## src/rtl/uart_tx_serializer_if.sv

```systemverilog
// Purpose: request/reply link between the UART transmit FIFO and the serializer.
// Latency: wires only; the FIFO answers a tx_ready pulse with tx_valid/tx_data one cycle later.
// Backpressure: the serializer pulls exactly one character per request and never stalls a reply.
interface uart_tx_serializer_if #(
    parameter int DATA_WIDTH = 8
);
    logic [DATA_WIDTH-1:0] tx_data;
    logic                  tx_valid;
    logic                  tx_ready;

    // FIFO side: answers requests
    modport master (
        output tx_data,
        output tx_valid,
        input  tx_ready
    );

    // Serializer side: issues requests and consumes replies
    modport slave (
        input  tx_data,
        input  tx_valid,
        output tx_ready
    );
endinterface

```

## src/rtl/uart_tx_serializer.sv

```systemverilog
// Purpose: pulls one character per request from the TX FIFO and shifts it out as a UART frame.
// Latency: capture in WAIT at cycle T drives the start bit at T+1; frame lasts (1+DW+PAR+STOP)*CLKS_PER_BIT.
// Backpressure: none upstream; ena=0 freezes everything, and replies outside WAIT are dropped and flagged.
module uart_tx_serializer #(
    parameter int DATA_WIDTH   = 8,
    parameter int CLKS_PER_BIT = 868,
    parameter bit PARITY_EN    = 1'b0,
    parameter bit PARITY_ODD   = 1'b0,
    parameter int STOP_BITS    = 1
) (
    input  logic                clk,
    input  logic                reset,
    input  logic                ena,
    uart_tx_serializer_if.slave fifo_if,
    output logic                uart_tx,
    output logic                busy,
    output logic                tx_done,
    output logic                overrun
);
    localparam int CNT_W = (CLKS_PER_BIT > 2) ? $clog2(CLKS_PER_BIT) : 1;
    localparam int IDX_W = $clog2(DATA_WIDTH);

    localparam logic [CNT_W-1:0] BAUD_LAST = CNT_W'(CLKS_PER_BIT - 1);
    localparam logic [CNT_W-1:0] BAUD_PRE  = CNT_W'(CLKS_PER_BIT - 2);
    localparam logic [IDX_W-1:0] DATA_LAST = IDX_W'(DATA_WIDTH - 1);
    localparam logic [IDX_W-1:0] STOP_LAST = IDX_W'(STOP_BITS - 1);

    typedef enum logic [2:0] {
        S_IDLE,
        S_WAIT,
        S_START,
        S_DATA,
        S_PARITY,
        S_STOP
    } state_t;

    state_t                state_q, state_d;
    logic [CNT_W-1:0]      baud_q, baud_d;
    logic [IDX_W-1:0]      idx_q, idx_d;
    logic [DATA_WIDTH-1:0] shift_q, shift_d;
    logic                  par_q, par_d;
    logic                  line_q, line_d;
    logic                  busy_q, busy_d;
    logic                  done_q, done_d;
    logic                  ovr_q, ovr_d;
    logic                  baud_last;

    // Next-state, counters and registered line/status outputs; nothing moves while ena is low.
    always_comb begin
        state_d   = state_q;
        baud_d    = baud_q;
        idx_d     = idx_q;
        shift_d   = shift_q;
        par_d     = par_q;
        line_d    = line_q;
        busy_d    = busy_q;
        done_d    = done_q;
        ovr_d     = ovr_q;
        baud_last = (baud_q == BAUD_LAST);

        if (ena) begin
            done_d = 1'b0;
            // A reply we did not ask for is lost; remember that it happened.
            if (fifo_if.tx_valid && (state_q != S_WAIT)) begin
                ovr_d = 1'b1;
            end

            unique case (state_q)
                S_IDLE: begin
                    state_d = S_WAIT;
                end
                S_WAIT: begin
                    if (fifo_if.tx_valid) begin
                        shift_d = fifo_if.tx_data;
                        par_d   = (^fifo_if.tx_data) ^ PARITY_ODD;
                        busy_d  = 1'b1;
                        line_d  = 1'b0;
                        baud_d  = '0;
                        idx_d   = '0;
                        state_d = S_START;
                    end else begin
                        // FIFO was empty: go back and ask again.
                        state_d = S_IDLE;
                    end
                end
                S_START: begin
                    if (baud_last) begin
                        baud_d  = '0;
                        idx_d   = '0;
                        line_d  = shift_q[0];
                        shift_d = shift_q >> 1;
                        state_d = S_DATA;
                    end else begin
                        baud_d = baud_q + 1'b1;
                    end
                end
                S_DATA: begin
                    if (baud_last) begin
                        baud_d = '0;
                        if (idx_q == DATA_LAST) begin
                            idx_d = '0;
                            if (PARITY_EN) begin
                                line_d  = par_q;
                                state_d = S_PARITY;
                            end else begin
                                line_d  = 1'b1;
                                state_d = S_STOP;
                            end
                        end else begin
                            idx_d   = idx_q + 1'b1;
                            line_d  = shift_q[0];
                            shift_d = shift_q >> 1;
                        end
                    end else begin
                        baud_d = baud_q + 1'b1;
                    end
                end
                S_PARITY: begin
                    if (baud_last) begin
                        baud_d  = '0;
                        idx_d   = '0;
                        line_d  = 1'b1;
                        state_d = S_STOP;
                    end else begin
                        baud_d = baud_q + 1'b1;
                    end
                end
                S_STOP: begin
                    // Outputs are registered, so done/busy are staged one cycle ahead
                    // to land on the final cycle of the last stop bit.
                    if ((idx_q == STOP_LAST) && (baud_q == BAUD_PRE)) begin
                        done_d = 1'b1;
                        busy_d = 1'b0;
                    end
                    if (baud_last) begin
                        baud_d = '0;
                        if (idx_q == STOP_LAST) begin
                            idx_d   = '0;
                            state_d = S_IDLE;
                        end else begin
                            idx_d = idx_q + 1'b1;
                        end
                    end else begin
                        baud_d = baud_q + 1'b1;
                    end
                end
                default: begin
                    state_d = S_IDLE;
                end
            endcase
        end
    end

    // State register with synchronous reset that overrides ena.
    always_ff @(posedge clk) begin
        if (reset) begin
            state_q <= S_IDLE;
            baud_q  <= '0;
            idx_q   <= '0;
            shift_q <= '0;
            par_q   <= 1'b0;
            line_q  <= 1'b1;
            busy_q  <= 1'b0;
            done_q  <= 1'b0;
            ovr_q   <= 1'b0;
        end else begin
            state_q <= state_d;
            baud_q  <= baud_d;
            idx_q   <= idx_d;
            shift_q <= shift_d;
            par_q   <= par_d;
            line_q  <= line_d;
            busy_q  <= busy_d;
            done_q  <= done_d;
            ovr_q   <= ovr_d;
        end
    end

    assign fifo_if.tx_ready = (state_q == S_IDLE) && ena;
    assign uart_tx          = line_q;
    assign busy             = busy_q;
    assign tx_done          = done_q;
    assign overrun          = ovr_q;
endmodule
```

## src/flat_wrapper.sv

```systemverilog
// flat-port wrapper written by rule: the top's interface ports become plain ports
module uart_tx_serializer_flat 
#(
    parameter int DATA_WIDTH   = 8,
    parameter int CLKS_PER_BIT = 868,
    parameter bit PARITY_EN    = 1'b0,
    parameter bit PARITY_ODD   = 1'b0,
    parameter int STOP_BITS    = 1
)
  (clk, reset, ena, uart_tx, busy, tx_done, overrun, fifo_if_tx_data, fifo_if_tx_valid, fifo_if_tx_ready);
  uart_tx_serializer_if #(.DATA_WIDTH(DATA_WIDTH)) fifo_if_i ();
  input  logic clk;
  input  logic reset;
  input  logic ena;
  output logic uart_tx;
  output logic busy;
  output logic tx_done;
  output logic overrun;
  input wire logic [$bits(fifo_if_i.tx_data)-1:0] fifo_if_tx_data;
  input wire logic [$bits(fifo_if_i.tx_valid)-1:0] fifo_if_tx_valid;
  output wire logic [$bits(fifo_if_i.tx_ready)-1:0] fifo_if_tx_ready;
  assign fifo_if_i.tx_data = fifo_if_tx_data;
  assign fifo_if_i.tx_valid = fifo_if_tx_valid;
  assign fifo_if_tx_ready = fifo_if_i.tx_ready;
  uart_tx_serializer #(.DATA_WIDTH(DATA_WIDTH), .CLKS_PER_BIT(CLKS_PER_BIT), .PARITY_EN(PARITY_EN), .PARITY_ODD(PARITY_ODD), .STOP_BITS(STOP_BITS)) u_core (.clk(clk), .reset(reset), .ena(ena), .fifo_if(fifo_if_i), .uart_tx(uart_tx), .busy(busy), .tx_done(tx_done), .overrun(overrun));
endmodule
```

## config.mk

```make
export PLATFORM = sky130hd
export DESIGN_NAME = uart_tx_serializer_flat
export DESIGN_NICKNAME = d
export VERILOG_FILES = /design/src/rtl/uart_tx_serializer_if.sv /design/src/rtl/uart_tx_serializer.sv /design/src/flat_wrapper.sv
export SDC_FILE = /design/constraint.sdc
export NUM_CORES = 1
export LEC_CHECK = 0
export CORE_MARGIN = 8
export CORE_UTILIZATION = 44
export CTS_CLUSTER_SIZE = 10
export DETAILED_ROUTE_END_ITERATION = 8
export SLEW_MARGIN = 20
export SYNTH_ARGS = -nofsm -noshare
export SYNTH_HDL_FRONTEND = slang
export SYNTH_SLANG_ARGS = --single-unit
```

## constraint.sdc

```tcl
create_clock -name clk -period 3 [get_ports clk]
set_input_delay 0.3 -clock clk [delete_from_list [all_inputs] [get_ports clk]]
set_output_delay 0.3 -clock clk [all_outputs]
set_load 0.02 [all_outputs]
```

==> Word level (Yosys, flattened, before mapping) <==
Index checks and enable logic that the tools add are counted.
{ "word_totals": {"regBits": 28, "in_bits": 12, "out_inout_bits": 5} }
{ "op_classes": {"add_sub_neg": 2, "eq_ne": 19, "mux": 34, "n_reduce_logical": 19} }
{ "ops": {"columns": ["operator", "count"], "rows": [
  ["$mux 3", 12],
  ["$mux 8", 4],
  ["$pmux 8 s3", 1],
  ["$eq 10x10->1 const B", 2],
  ["$mux 10", 2],
  ["$pmux 10 s2", 1],
  ["$pmux 3 s6", 1],
  ["$reduce_and 6->1", 3],
  ["$ne 2x1->1 const B", 8],
  ["$pmux 3 s4", 1],
  ["$add 10x1->10 const B", 1],
  ["$eq 3x3->1 const B", 3],
  ["$mux 1", 9],
  ["$reduce_bool 4->1", 2],
  ["$reduce_and 7->1", 1],
  ["$eq 3x2->1 const B", 2],
  ["$logic_not 3->1", 2],
  ["$ne 2x2->1 const B", 2],
  ["$pmux 1 s4", 1],
  ["$reduce_and 4->1", 1],
  ["$reduce_bool 2->1", 2],
  ["$reduce_or 4->1", 1],
  ["$add 3x1->3 const B", 1],
  ["$eq 3x1->1 const B", 1],
  ["other kinds (8)", 10]
]} }

==> Longest topological paths before layout <==
{ "logic_depth": {"ltp_word": 4, "ltp_mapped": 6, "depth_no_buf": 6} }

==> Least setup slack after synthesis <==
OpenSTA, ideal clock, no wires.
{ "synth_timing": {"path_type": "register -> register", "startpoint": "register u_core.baud_q[0]", "endpoint": "register u_core.baud_q[1]", "arrival_ns": 1.508, "required_ns": 2.930, "setup_slack_ns": 1.421, "stages_incl_launch_ff": 6, "path_cell_list": "dfxtp_1 > ha_1 > and4b_1 > and3_1 > or4_1 > a21oi_1"} }
{ "synth_via": {"elab_chain_len": 3} }
{ "synth_rtl": {"columns": ["item", "line", "rtl"], "rows": [
  ["from (decl)", "uart_tx_serializer.sv:38", "logic [CNT_W-1:0] baud_q, baud_d;"],
  ["from (signal assigned)", "uart_tx_serializer.sv:168", "baud_q <= baud_d;"],
  ["$add 10x1->10 / $eq 10x10->1 (equally long branches)", null, null],
  ["$mux 10 (*)", null, null],
  ["$pmux 10 s2 (*)", "uart_tx_serializer.sv:68", "unique case (state_q)"]
]} }
Mark *: on every way between the ends. The rest lies on a longest branch, timed or not.
A chain may end at the register's enable or synchronous reset.

==> Worst setup path in the final report <==
{ "layout_timing": {"startpoint": "input port ena", "endpoint": "output port fifo_if_tx_ready"} }
{ "layout_via": {"elab_chain_len": 1} }
{ "layout_rtl": {"columns": ["item", "line", "rtl"], "rows": [
  ["from (decl)", "flat_wrapper.sv:14", "input logic ena;"],
  ["$logic_and 1x1->1", "uart_tx_serializer.sv:179", "assign fifo_if.tx_ready = (state_q == S_IDLE) && ena;"],
  ["to (decl)", "flat_wrapper.sv:21", "output wire logic [$bits(fifo_if_i.tx_ready)-1:0] fifo_if_tx_ready;"]
]} }
Every way passes these cells.

==> flow_metrics.tcl <==
set metrics [dict create \
    grtUsageTotal_pct 12.2 \
    yosysSeqAreaShare_pct 33.9 \
    slew_headroom_pct 56.2 \
    fin_nets 217 \
    critical_path_arrival_ns 1.94 \
    p_per_area_nw_per_um2 442 \
    peakVddDrop_mv 0.199 \
    crit_path_max_fanout 11 \
    cp.depth 4 \
    outcome "finished, final reports clean" \
    critPathMaxStageDelay_ns 0.67 \
    detail_route.wl_per_cell_um 14.6 \
    synth.distinct_cells 49 \
    synth.net_count 203 \
    ant_nets 0 \
    detail_route.vias_per_cell 5.65 \
    clock_path_buffers 2 \
    grt_pass1_wl_mm 6.25 \
    final_common_cell "dfxtp_1" \
    synthSimpleGateAreaFrac_pct 28.5 \
    hold_start "u_core.overrun" \
    cts_buffers 3 \
    ys.warnings.count 0 \
    wirelength_mm 3.60 \
    clk_latency_ns 0.27 \
    path_clk_slew_ns 0.10 \
    cp_slowest_cell "clkdlybuf4s50_1" \
    io_pins 17 \
    r2r_end "u_core.shift_q[1]" \
    syn_avg_cell_area_um2 8.89 \
    timing.final.crit_share_pct 74.7 \
    clock_sinks 28 \
    fp.dieArea_um2 5970 \
    overflow 0 \
    num_vias 1396 \
    finalSetupTns_ns 0 \
    drive_above_1_share_pct 9.55 \
    synth_top_family_by_area "simple AND/OR/NAND/NOR gates" \
    hpwl_mm 2.67 \
    hold-worst-slack_ns 0.475 \
    netlist_area_um2 1650 \
    synth_compound_area_share_pct 15.9 \
    cts_tree "built" \
    reg2reg_slack_ns 1.04 \
    crit_chain "clkdlybuf4s50_1, nor2b_1, and2_1, clkdlybuf4s50_1" \
    grt_max_degree 22 \
    synth-seq-cells 28 \
    grt_pass1_vias 1329 \
    clockRootBuffer "clkbuf_8" \
    synthAdderAreaFrac_pct 3.79 \
    crit_family "buffers and inverters" \
    p_leak_nw 0.773 \
    path_buf_inv 2 \
    die_height_um 77.3 \
    synthFlopType "dfxtp_1" \
    post_cts_resized 0 \
    drv_cap 0 \
    multiInputGateArea_um2 1020 \
    rsz0062_at_grt "false" \
    startpoint_type "input pin" \
    synth-edff-count 0 \
    antenna_found_initial 0 \
    fin_area_um2 1900 \
    ctsHoldBuffers 0 \
    worst_slew_pin_slew_ns 0.653 \
    finClkSkew_ns 0.00147 \
    register_area_um2 561 \
    drc 0 \
    gp_congestion 0.884 \
    final_cell_mix "dfxtp_1 (28), nor2_1 (21), clkdlybuf4s50_1 (16)" \
    hold_depth 1 \
    min_path_type "reg2reg" \
    n_antenna_cell 0 \
    required_ns 2.70 \
    drv_slew 0 \
    synth_xor_area_share_pct 3.71 \
    rows 22 \
    end_kind "output pin" \
    nFillCells 364 \
    area_growth_pct 15.1 \
    finalPower_w 0.000841 \
    core_region_area_um2 3630 \
    cts_max_level 1 \
    synth_top_area_share_pct 33.9 \
    dpl-instance-area_um2 1830 \
    hold_end "u_core.overrun" \
    synth.area.mux_share_pct 9.61 \
    die_width_um 77.3 \
    min_period_ns 2.24 \
    initial_core_util_pct 45.5 \
    final_hold_viol_count 0 \
    synth.area.top_cells "dfxtp_1 (34%), mux2i_1 (4.8%), mux2_2 (4.8%)" \
    port_buffers 16 \
    cts_setup_buffers 0 \
    synthArstFlopShare_pct 0 \
    drt-initial-drc-count 118 \
    fmax_mhz 446 \
    path_class "in2out" \
    cpMostUsedCell "clkdlybuf4s50_1" \
    synth_top_area_cell "dfxtp_1" \
    synthCells 186 \
    worstReg2RegStart "u_core.state_q[1]" \
    reg2reg_depth 4 \
    firstDrtPassIters 4 \
    setup_viol 0 \
]
[routing by layer]
| metal | track usage, % | part of all wire [%] | wire length [um] |
|---|---|---|---|
| met5 | 0 | 0 | 0 |
| met4 | 2.26 | 0.36 | 13 |
| met3 | 2.68 | 4.1 | 146 |
| met2 | 18.7 | 44 | 1570 |
| met1 | 17.1 | 52 | 1860 |
[state kept, by name (all words and copies together) (netlist names)]
| name | cells |
|---|---|
| u_core.uart_tx | 1 |
| u_core.idx_q | 3 |
| u_core.busy | 1 |
| u_core.baud_q | 10 |
| u_core.state_q | 3 |
| u_core.overrun | 1 |
| u_core.shift_q | 8 |
| u_core.tx_done | 1 |
[report_power, final]
group	leakage [nW]	internal, W	total, W	switching [W]
Clock	0.0357	0.000179	0.000298	0.000119
Combinational	0.510	0.0000643	0.000141	0.0000767
Sequential	0.227	0.000383	0.000402	0.0000188
[area by class of cell]
cell class | instances | area share (%)
Multi-Input combinational cell | 143 | 53.4
Timing Repair Buffer | 17 | 8.82
Inverter | 7 | 1.38
Clock inverter | 1 | 1.58
Tap cell | 48 | 3.16
Clock buffer | 3 | 2.17
Sequential cell | 28 | 29.5
[stage by stage]
stage               setup WS, ns  cells  utilization (%)
floorplan                   1.42    186                -
global placement           0.784    243             50.4
detailed placement         0.759    243             50.4
CTS                        0.752    247             52.3
global route               0.690    247             52.3
finish                     0.760    247             52.3
[synth_stat cells, types with 2 or more instances]
cell        n
nand2_1     6
o22ai_1     3
a2111oi_0   2
clkbuf_1    4
nand4b_1    2
inv_1       7
nand2b_1    4
mux2i_1     8
buf_6       2
nand3b_1    3
mux2_2      7
xor2_1      5
a21oi_1     5
ha_1        5
a31oi_1     3
o211ai_1    4
and3_1      3
nor2_1     21
dfxtp_1    28
o21a_1      2
o211a_1     2
nand3_1     8
xnor2_1     2
nor2b_1     9
o21ai_0     6
nor4_1      2
nand4_1     9
and2_1      3
[kinds of logic after synthesis]
| logic type | count (synthesis) |
|---|---|
| multiplexers | 15 |
| XOR/XNOR | 7 |
| flip-flops | 28 |
| AO/OA/AOI/OAI | 35 |
| adder cells (fa/ha/maj) | 5 |
| AND/OR/NAND/NOR | 81 |
| buffers and inverters | 15 |
[how the worst max path moves through the flow]
| stage | slack (ns) | start | end |
|---|---|---|---|
| 2_1_floorplan | 1.42 | u_core.baud_q[0] | u_core.baud_q[1] |
| 3_3_place_gp | 0.78 | ena | fifo_if_tx_ready |
| 3_5_place_dp | 0.76 | ena | fifo_if_tx_ready |
| 4_1_cts | 0.75 | ena | fifo_if_tx_ready |
| 5_1_grt | 0.69 | ena | fifo_if_tx_ready |
| 6_report | 0.76 | ena | fifo_if_tx_ready |
Power figures use the tool's default switching activity.
